==> src/rtl/pin_sender.sv <==
// rtl/pin_sender.sv - nibble-serial PIN sender for the safe lock, with timeout and pass/fail report.
// Optional retry with lock reset pulses is built when PIN_SENDER_RETRY_EN is defined.
module pin_sender #(
  parameter int GAP_CYCLES  = 1,
  parameter int TIMEOUT     = 8,
  parameter int MAX_RETRIES = 2
) (
  input  logic        clk,
  input  logic        reset,
  input  logic        start,
  input  logic [15:0] pin,
  input  logic        unlocked,
  output logic [3:0]  dout,
  output logic        dout_valid,
  output logic        safe_reset,
  output logic        busy,
  output logic        done,
  output logic        success,
  output logic [1:0]  retries_used
);

  typedef enum logic [2:0] {
    IDLE,
    SEND,
    GAP,
    WAIT,
`ifdef PIN_SENDER_RETRY_EN
    RST_SAFE,
`endif
    DONE
  } state_t;

`ifdef PIN_SENDER_RETRY_EN
  localparam logic [1:0] RETRY_LIMIT = 2'(MAX_RETRIES);
`else
  logic unused_retry_cfg;
  assign unused_retry_cfg = (MAX_RETRIES != 0);
`endif

  state_t      state_q, state_d;
  logic [15:0] pin_q, pin_d;
  logic [1:0]  idx_q, idx_d;
  logic [15:0] gap_cnt_q, gap_cnt_d;
  logic [15:0] wait_cnt_q, wait_cnt_d;
  logic        success_q, success_d;
  logic [1:0]  retries_q, retries_d;
  logic [3:0]  dout_q, dout_d;
  logic        dout_valid_q, dout_valid_d;
  logic        safe_reset_q, safe_reset_d;
  logic        busy_q, busy_d;
  logic        done_q, done_d;

  always_comb begin
    state_d    = state_q;
    pin_d      = pin_q;
    idx_d      = idx_q;
    gap_cnt_d  = gap_cnt_q;
    wait_cnt_d = wait_cnt_q;
    success_d  = success_q;
    retries_d  = retries_q;

    case (state_q)
      IDLE: begin
        if (start) begin
          pin_d     = pin;
          idx_d     = 2'd0;
          success_d = 1'b0;
          retries_d = 2'd0;
          state_d   = SEND;
        end
      end
      SEND: begin
        if (idx_q == 2'd3) begin
          wait_cnt_d = 16'd0;
          state_d    = WAIT;
        end else begin
          idx_d     = idx_q + 2'd1;
          gap_cnt_d = 16'd0;
          state_d   = (GAP_CYCLES == 0) ? SEND : GAP;
        end
      end
      GAP: begin
        if (gap_cnt_q == 16'(GAP_CYCLES - 1)) state_d = SEND;
        else gap_cnt_d = gap_cnt_q + 16'd1;
      end
      WAIT: begin
        if (unlocked) begin
          success_d = 1'b1;
          state_d   = DONE;
        end else if (wait_cnt_q == 16'(TIMEOUT - 1)) begin
`ifdef PIN_SENDER_RETRY_EN
          state_d = (retries_q < RETRY_LIMIT) ? RST_SAFE : DONE;
`else
          state_d = DONE;
`endif
        end else begin
          wait_cnt_d = wait_cnt_q + 16'd1;
        end
      end
`ifdef PIN_SENDER_RETRY_EN
      RST_SAFE: begin
        retries_d = retries_q + 2'd1;
        idx_d     = 2'd0;
        state_d   = SEND;
      end
`endif
      DONE:    state_d = IDLE;
      default: state_d = IDLE;
    endcase

    // Outputs are decoded from the next state so each strobe lines up with its state's cycle.
    dout_valid_d = (state_d == SEND);
    dout_d       = dout_valid_d ? 4'(pin_d >> {~idx_d, 2'b00}) : 4'h0;
`ifdef PIN_SENDER_RETRY_EN
    safe_reset_d = (state_d == RST_SAFE);
`else
    safe_reset_d = 1'b0;
`endif
    done_d = (state_d == DONE);
    busy_d = (state_d != IDLE) && (state_d != DONE);
  end

  always_ff @(posedge clk or posedge reset) begin
    if (reset) begin
      state_q      <= IDLE;
      pin_q        <= 16'h0000;
      idx_q        <= 2'd0;
      gap_cnt_q    <= 16'd0;
      wait_cnt_q   <= 16'd0;
      success_q    <= 1'b0;
      retries_q    <= 2'd0;
      dout_q       <= 4'h0;
      dout_valid_q <= 1'b0;
      safe_reset_q <= 1'b0;
      busy_q       <= 1'b0;
      done_q       <= 1'b0;
    end else begin
      state_q      <= state_d;
      pin_q        <= pin_d;
      idx_q        <= idx_d;
      gap_cnt_q    <= gap_cnt_d;
      wait_cnt_q   <= wait_cnt_d;
      success_q    <= success_d;
      retries_q    <= retries_d;
      dout_q       <= dout_d;
      dout_valid_q <= dout_valid_d;
      safe_reset_q <= safe_reset_d;
      busy_q       <= busy_d;
      done_q       <= done_d;
    end
  end

  assign dout         = dout_q;
  assign dout_valid   = dout_valid_q;
  assign safe_reset   = safe_reset_q;
  assign busy         = busy_q;
  assign done         = done_q;
  assign success      = success_q;
  assign retries_used = retries_q;

endmodule

==> config.mk <==
export PLATFORM = sky130hd
export DESIGN_NAME = pin_sender
export DESIGN_NICKNAME = d
export VERILOG_FILES = /design/src/rtl/pin_sender.sv
export SDC_FILE = /design/constraint.sdc
export NUM_CORES = 1
export LEC_CHECK = 0
export CAP_MARGIN = 20
export CELL_PAD_IN_SITES_DETAIL_PLACEMENT = 0
export CELL_PAD_IN_SITES_GLOBAL_PLACEMENT = 2
export CORE_MARGIN = 4
export CORE_UTILIZATION = 37
export CTS_BUF_LIST = sky130_fd_sc_hd__clkbuf_4 sky130_fd_sc_hd__clkbuf_8
export DETAILED_ROUTE_END_ITERATION = 8
export GPL_ROUTABILITY_DRIVEN = 0
export PLACE_DENSITY = 0.83
export SETUP_SLACK_MARGIN = 0.1
export SLEW_MARGIN = 0
export SYNTH_ARGS = -nofsm -noshare
export SYNTH_HDL_FRONTEND = slang
export SYNTH_SLANG_ARGS = --single-unit
==> constraint.sdc <==
create_clock -name clk -period 2.6 [get_ports clk]
set_input_delay 0.52 -clock clk [delete_from_list [all_inputs] [get_ports clk]]
set_output_delay 0.52 -clock clk [all_outputs]
set_load 0.02 [all_outputs]
# Word level (Yosys, flattened, before mapping)
# Index checks and enable logic that the tools add are counted.
op_classes:
  n_bitwise: 1
  n_mux: 22
  n_lt_le_gt_ge: 0
  n_div: 0
  multipliers: 0
  eq_ne: 15
  reduce_logical: 10
  n_addsub: 3
  shifts: 1
op_table:
  columns: ["cell", "n"]
  rows:
  - ["two-way mux 16 bit", 7]
  - ["case mux 16 bit (2 select lines)", 2]
  - ["adder 16 x 1 -> 16 bit (second input constant)", 2]
  - ["equality test 16 x 3 -> 1 bit (second input constant)", 1]
  - ["logical NOT 16 bit", 1]
  - [">> shifter 16 x 4 -> 4 bit", 1]
  - ["inequality test 2 bit (second input constant)", 7]
  - ["two-way mux 3 bit", 4]
  - ["case mux 3 bit (4 select lines)", 1]
  - ["equality test 3 x 1 -> 1 bit (second input constant)", 2]
  - ["equality test 3 x 2 -> 1 bit (second input constant)", 2]
  - ["AND reduction 3 bit", 2]
  - ["nonzero test 2 bit", 3]
  - ["two-way mux 2 bit", 2]
  - ["two-way mux 4 bit", 1]
  - ["case mux 2 bit (2 select lines)", 1]
  - ["AND reduction 4 bit", 1]
  - ["equality test 3 bit (second input constant)", 1]
  - ["logical NOT 3 bit", 1]
  - ["two-way mux 1 bit", 3]
  - ["inequality test 3 bit (second input constant)", 1]
  - ["nonzero test 3 bit", 1]
  - ["adder 2 x 1 -> 2 bit (second input constant)", 1]
  - ["equality test 2 bit (second input constant)", 1]
  - ["3 further kinds", 3]
word_totals:
  memories: 0
  romBits: 0
  out_inout_bits: 11
  mem_bits_rw: 0
  in_bits: 20
  wordCells: 62
  reg_bits: 61
  latchBits: 0

# Depth between registers and ports, before layout
# Gate-level depths: netlist (run 1).
logic_depth:
  depth_word: 6
  depth_mapped: 8

# Least setup slack after synthesis (run 1)
# No wires, ideal clock.
synth_timing:
  path_type: "reg2reg"
  from: "register gap_cnt_q[0]"
  to: "register gap_cnt_q[10]"
  synth_period_minus_slack_ns: 1.925
  setup_ns: 0.077
  arrival_time_ns: 1.848
  path_stages_with_launch: 9
  setup_slack_ns: 0.675
  path_buffers: 1
  cell_sequence: "dfrtp_1 inv_1 ha_1 nor4b_1 and4_1 a21o_1 buf_6 or4_1 a21oi_1"
synth_between:
  elab_chain_cells: 3
  word_cells_on_any_way: 6
  classes_between: "1 x add/sub; 1 x eq/ne; 2 x mux; 2 x reduce/logical"
synth_rtl:
  columns: ["item", "line_no", "source"]
  rows:
  - ["start, declared", "43", "logic [15:0] gap_cnt_q, gap_cnt_d;"]
  - ["start signal, assigned", "141", "gap_cnt_q <= gap_cnt_d;"]
  - ["adder 16 x 1 -> 16 bit / logical NOT 16 bit (equally long branches)", "84, 83", null]
  - ["two-way mux 16 bit / inequality test 2 bit (equally long branches)", null, null]
  - ["case mux 16 bit (2 select lines) / AND reduction 3 bit (equally long branches)", null, null]
# Parallel ways exist; a longest one is shown, timed or not. The select of a mux whose other input is x is not followed.
# A chain may end at the register's enable or synchronous reset.

# Worst setup path after layout (run 1)
layout_timing:
  from: "register state_q[1]"
  to: "register dout_q[1] (netlist: dout[1])"
layout_between:
  elab_chain_cells: 5
  word_cells_on_any_way: 15
  classes_between: "4 x eq/ne; 1 x shift; 8 x mux; 1 x bitwise; 1 x reduce/logical"
layout_rtl:
  columns: ["item", "line_no", "source"]
  rows:
  - ["start, declared", "40", "state_t state_q, state_d;"]
  - ["start signal, assigned", "138", "state_q <= state_d;"]
  - ["equality test 3 x 1 -> 1 bit (tied with other cells)", "62", "case (state_q)"]
  - ["case mux 2 bit (2 select lines) / two-way mux 3 bit (equally long branches)", "62, 87", null]
  - ["inverter 2 bit / case mux 3 bit (4 select lines) (equally long branches)", "113, 62", null]
  - [">> shifter 16 x 4 -> 4 bit / equality test 3 x 1 -> 1 bit (equally long branches)", "113, 112", null]
  - ["two-way mux 4 bit (*)", "113", "dout_d = dout_valid_d ? 4'(pin_d >> {~idx_d, 2'b00}) : 4'h0;"]
  - ["via dout_d[1]", "47", "logic [3:0] dout_q, dout_d;"]
  - ["end signal, assigned", "145", "dout_q <= dout_d;"]
  - ["end, declared", "47", null]
# The timed path passes the listed nets; every way through them passes the cells marked *.

==> metrics.cfg, run 1 <==
[status]
outcome = finished clean

[clock_network]
clock-root-buffer = clkbuf_8
post_cts_buffers = 0
cts_buffers = 9
cts_tree = yes
cts_resized = 0
clkLatencyLatePin_ns = 0.34
cts.clk_slew.worst_paths_ns = 0.07
holdBufCountCts = 0
cts.sinks = 61
cts_max_path_buffers = 2
htreeDepth = 3

[synthesis]
synth_cell_types = 47
synth_top_flop_cell = dfrtp_1
ys_ff_latch = 61
synth_edf_count = 0
syn_avg_cell_area_sq_um = 9.483
async_reset_ff_frac = 1.000
syn_area_sq_mm = 0.003110
synthCells = 328
yosys_warnings = 0
synth-seq-area-share = 0.4907

[sta]
skew_ns = 0.01436
rsz0062_at_grt = no
slew_headroom = 0.5950
min_period_ns = 2.196
fmax_ghz = 0.4554
min_period_over_period = 0.8446
slew_viol_final = 0
worst_pin_slew_ns = 0.6028
finalSetupViolCount = 0
fin_setup_tns_ns = 0
hold_viol = 0

[worst_hold_path]
hp-class = reg2reg
min_from = pin_q[12]
min_to = pin_q[12]
holdPathStages = 2

[final_layout]
final_common_cell = nand2_1
synthToLayoutAreaGrowth_pct = 19.11
antenna_cells = 0
post-route-util = 0.4509
nets = 382
fill_cells = 809
final_layout_size_suffix_gt1_frac = 0.1071
layout_common_cells = nand2_1 (68), dfrtp_1 (61), clkdlybuf4s50_1 (27), nor2_1 (26), o21ai_0 (15)

[worst_setup_path]
path_cells = buf_4 -> or4b_1 -> and4_1 -> and2_0 -> a2111oi_2 -> a211oi_1
worstReg2RegStart = state_q[1]
crit_path_end_kind = flop
reg2reg_slack_ns = 0.40
reg2reg_to = dout[1]
crit_fanout = 9
worst-setup-path-type = reg2reg
cp_slowest_stage_delay_ns = 0.51
crit_arrival_ns = 2.39
start_kind = flop
cp_slowest_cell = or4b_1
crit_required_ns = 2.79
r2r_cells = 6

[placed_design]
io_buffers = 27
hpwlAfterDp_mm = 4.564

[power_and_ir_drop]
p_leak_uw = 0.001607
powerDensity_mw_per_mm2 = 944.2
ir_drop_uv = 506.5

[route]
viasPerCell = 5.209
wl_per_cell_microns = 14.23
dr.pass1.iters = 4
drt_drc_violations_left = 0
wl_mm = 6.673
drt_iter0_drc = 125
num_vias = 2443
drtAntennaViolNets = 0

[floorplan]
die_y_microns = 99.69
initial_core_util = 0.3786
ios = 31
std_cell_rows = 33
die_area_sq_mm = 0.009938
die_w_microns = 99.69
core_sq_mm = 0.008217

[grt]
first_global_vias = 2424
antenna_found_initial = 0
track_usage = 0.1458
overflow = 0
grt_pass1_wl_mm = 11.64
grt_max_degree = 29

[flow_run]
drv_cap = 0

[per-layer routing]
metal | part of all wire | GRT usage | vias up
met5 | 0 | 0 | -
met4 | 0.016 | 0.05252 | 0
met3 | 0.038 | 0.03296 | 10
met2 | 0.43 | 0.2129 | 48
met1 | 0.52 | 0.2113 | 1176
li1 | - | - | 1209
[synthesized netlist by cell type (all sizes together) (3+ instances only)]
cell type	instances	area share
nor3b	3	0.011
a2111oi	5	0.024
and2	6	0.012
nor3	8	0.013
mux2i	4	0.013
inv	5	0.0060
nand2	68	0.082
buf	11	0.028
a211oi	4	0.0097
ha	3	0.012
and4	5	0.014
and3	3	0.0060
o21ai	21	0.034
xor2	10	0.028
nor2	27	0.033
o31ai	6	0.014
dfrtp	61	0.49
xnor2	8	0.023
a21oi	9	0.014
or3	4	0.0080
nor4b	4	0.017
nand4	12	0.024
nand3	8	0.013
nor4	4	0.0080
or4	3	0.0072
clkbuf	8	0.0097
[flip-flops by register name, summed over array words and instances, names as in the netlist]
signal and cells:
state_q 3, done 1, gap_cnt_q 16, idx_q 2, success 1, dout_valid 1
wait_cnt_q 16, dout 4, busy 1, pin_q 16
[worst max path at each step]
stage                     cells after the start  slack [ns]          from      end
after global placement                        6        0.19         start  dout[0]
after detailed placement                      6        0.13         start  dout[3]
after CTS                                     6        0.40    state_q[1]  dout[3]
final                                         6        0.40    state_q[1]  dout[1]
after floorplan                               1        0.57         reset     busy
after global routing                          7        0.23  gap_cnt_q[0]  dout[3]
[kinds of logic (layout without fill, tap and decap cells)]
family | Yosys count | in the layout | share of synthesized area
flip-flops | 61 | 61 | 0.4907
multiplexers | 4 | 4 | 0.01287
other | 1 | 3 | 0.001206
buffers and inverters | 24 | 58 | 0.04384
AND/OR/NAND/NOR | 165 | 165 | 0.2743
AO/OA/AOI/OAI | 52 | 52 | 0.1142
adder cells (fa/ha/maj) | 3 | 3 | 0.01207
XOR/XNOR | 18 | 18 | 0.05068
[metrics by stage]
stage	setup WS (ns)	cell area [sq um]	hold WS, ns	total power, uW	std cells
after floorplan	0.5670	3118	0.4374	2315	330
after global placement	0.1857	3495	0.4538	2619	453
after detailed placement	0.1280	3495	0.4585	2645	453
after CTS	0.4009	3705	0.4758	3528	469
after global routing	0.2323	3705	0.5063	3760	469
final	0.4041	3705	0.4730	3498	469
[power breakdown]
group / total, uW / switching (uW) / internal, uW
Combinational: 1270 / 759 / 512
Clock: 889 / 394 / 495
Sequential: 1340 / 173 / 1170
Total: 3500 / 1330 / 2170
[cell type report]
| class | instances | area [sq um] | share of cell area |
|---|---|---|---|
| sequential | 61 | 1526 | 0.4120 |
| timing repair buffer | 37 | 357.8 | 0.09659 |
| tap | 105 | 131.4 | 0.03546 |
| clock inverter | 5 | 58.81 | 0.01587 |
| clock buffer | 11 | 151.4 | 0.04086 |
| multi-input combinational | 245 | 1460 | 0.3941 |
| inverter | 5 | 18.77 | 0.005066 |
[worst max-delay path, delay by kind of cell (launching register included)]
kind	cells	cell delay, ns
and+or+nand+nor	3	1.04
DFF	1	0.42
buffers and inverters	1	0.18
AOI/OAI and AO/OA	2	0.41
(Power assumes the default switching activity.)
==> run 2: changes to the inputs <==
- CORE_UTILIZATION: 37 -> 34
- PLACE_DENSITY: 0.83 -> 0.81
- clock period: 2.6 -> 1.9 ns (I/O delays scaled with it)
==> metrics.cfg, run 2 (synthesized netlist as in run 1, its figures left out) <==
[final_layout]
fill_cells = 826  ; +2.1%
post-route-util = 0.4868  ; +0.03590
layout_common_cells = nand2_1 (68), dfrtp_1 (57), buf_4 (45), clkdlybuf4s50_1 (27), nor2_1 (26)
top_regs = gap_cnt_q: 16 flops, pin_q: 16 flops, wait_cnt_q: 16 flops
antenna_cells = 0  ; unchanged
seqCellArea_sq_mm = 0.001531  ; +0.33%
final_common_cell = nand2_1
synthToLayoutAreaGrowth_pct = 37.81
multiInputGateArea_sq_mm = 0.001694  ; +16%
final_layout_size_suffix_gt1_frac = 0.2772  ; +0.1701
instances_no_fill = 512  ; +9.2%
nets = 422  ; +10%

[route]
wl_mm = 7.363  ; +10%
drtAntennaViolNets = 0  ; unchanged
m1WireLength_mm = 3.559  ; +2.5%
num_vias = 2637  ; +7.9%
wl_met2_mm = 3.364  ; +19%
highest_layer = met4
wl_per_cell_microns = 14.38  ; +1.1%
drt_iter0_drc = 120  ; -4.0%
wl_met3_microns = 345  ; +35%
viasPerCell = 5.150  ; -1.1%
dr.pass1.iters = 4  ; unchanged
drt_drc_violations_left = 0  ; unchanged

[flow_run]
drv_cap = 0  ; unchanged

[clock_network]
holdBufCountCts = 0  ; unchanged
cts_max_path_buffers = 2  ; unchanged
cts_buffers = 9  ; unchanged
cts_tree = yes
cts.sinks = 61  ; unchanged
htreeDepth = 3  ; unchanged
clkLatencyLatePin_ns = 0.34  ; about the same
cts.clk_slew.worst_paths_ns = 0.07  ; about the same
clock-root-buffer = clkbuf_8

[worst_setup_path]
crit_required_ns = 2.12  ; -0.67 ns
crit_path_end_kind = flop
start_kind = flop
crit_fanout = 7  ; -2
crit_arrival_ns = 2.01  ; -0.38 ns
worst-setup-path-type = reg2reg

[power_and_ir_drop]
ir_drop_uv = 747.8  ; +48%
p_leak_uw = 0.001882  ; +17%
powerDensity_mw_per_mm2 = 1353  ; +43%
power_uw = 5799  ; +66%

[floorplan]
die_y_microns = 103.6  ; +4.0%
ios = 31  ; unchanged
std_cell_rows = 34  ; +3.0%
die_area_sq_mm = 0.01074  ; +8.1%
initial_core_util = 0.3532  ; -0.02533
die_w_microns = 103.6  ; +4.0%
core_sq_mm = 0.008806  ; +7.2%

[grt]
grt_max_degree = 62  ; +110%
overflow = 0  ; unchanged
track_usage = 0.1419  ; -0.003957
grt_pass1_wl_mm = 12.54  ; +7.8%
first_global_vias = 2650  ; +9.3%
antenna_found_initial = 0  ; unchanged

[sta]
rsz0062_at_grt = yes
hold_viol = 0  ; unchanged
min_period_ns = 1.789  ; -0.4064 ns
finalSetupViolCount = 0  ; unchanged
fin_setup_tns_ns = 0  ; unchanged
slew_viol_final = 0  ; unchanged
hold_ws_ns = 0.4690  ; -0.003944 ns
min_period_over_period = 0.9418  ; +0.09724
skew_ns = 0.01131  ; -0.003058 ns
fmax_ghz = 0.5588  ; +23%

[status]
outcome = finished clean

[placed_design]
dpl.cell_count = 487  ; +7.5%
io_buffers = 27  ; unchanged
hpwlAfterDp_mm = 4.889  ; +7.1%

[worst_hold_path]
hp-class = in2async

-- run 2: repair_timing --
action                                  4_1_cts  5_1_grt
buffers inserted                              7        2
gates resized for setup                      13       33
endpoints found under the setup margin       10       19
pin swaps                                     7       16
-- run 2: cell type report --
class | count | area share
Multi-Input combinational cell | 245 | 0.3952
Sequential cell | 61 | 0.3573
Timing Repair Buffer | 77 | 0.1591
Clock buffer | 12 | 0.03415
Tap cell | 108 | 0.03152
Clock inverter | 4 | 0.01693
Inverter | 5 | 0.005838
-- run 2: per-stage QoR --
step	setup slack [ns]	cell area [sq um]
after floorplan	-0.01222	3148
after global placement	-0.1651	3760
after detailed placement	-0.2304	3760
after CTS	0.07128	4098
after global routing	0.03659	4287
final	0.1106	4287
-- run 2: layer usage --
metal / vias to the layer above / GRT usage
met1: 1284 / 0.1962
met2: 52 / 0.2150
li1: 1293 / -
met5: - / 0
met4: 0 / 0.05413
met3: 8 / 0.03483
-- run 2: power breakdown --
group	leakage [uW]	switching, uW	total [uW]	internal (uW)
logic	0.000967	1360	2670	1310
registers	0.000804	223	1820	1600
clock network	0.000111	521	1300	782
total	0.00188	2100	5800	3700
-- run 2: path summary, 6_finish.rpt --
kind	startpoint	end	slack, ns	cells after the start
max	state_q[1]	dout[1]	0.11	5
min	reset	gap_cnt_q[13]	0.47	3
max reg2reg	state_q[1]	dout[1]	0.11	5
min reg2reg	pin_q[13]	pin_q[13]	0.47	2
max in group asynchronous	reset	state_q[0]	1.12	3
min in group clk	pin_q[13]	pin_q[13]	0.47	2
-- run 2: critical path, cell delays in order (launching register included) --
cell       delay (ns)
dfrtp_2          0.43
or4b_4           0.54
and4_4           0.22
and2_0           0.19
a2111oi_4        0.23
a211oi_2         0.06
==> run 3: changes to the inputs <==
- ABC_CLOCK_PERIOD_IN_PS: not set -> 1900
==> results of run 3 <==
Same layout as run 2: the final DEF is identical, and so are final timing and power.
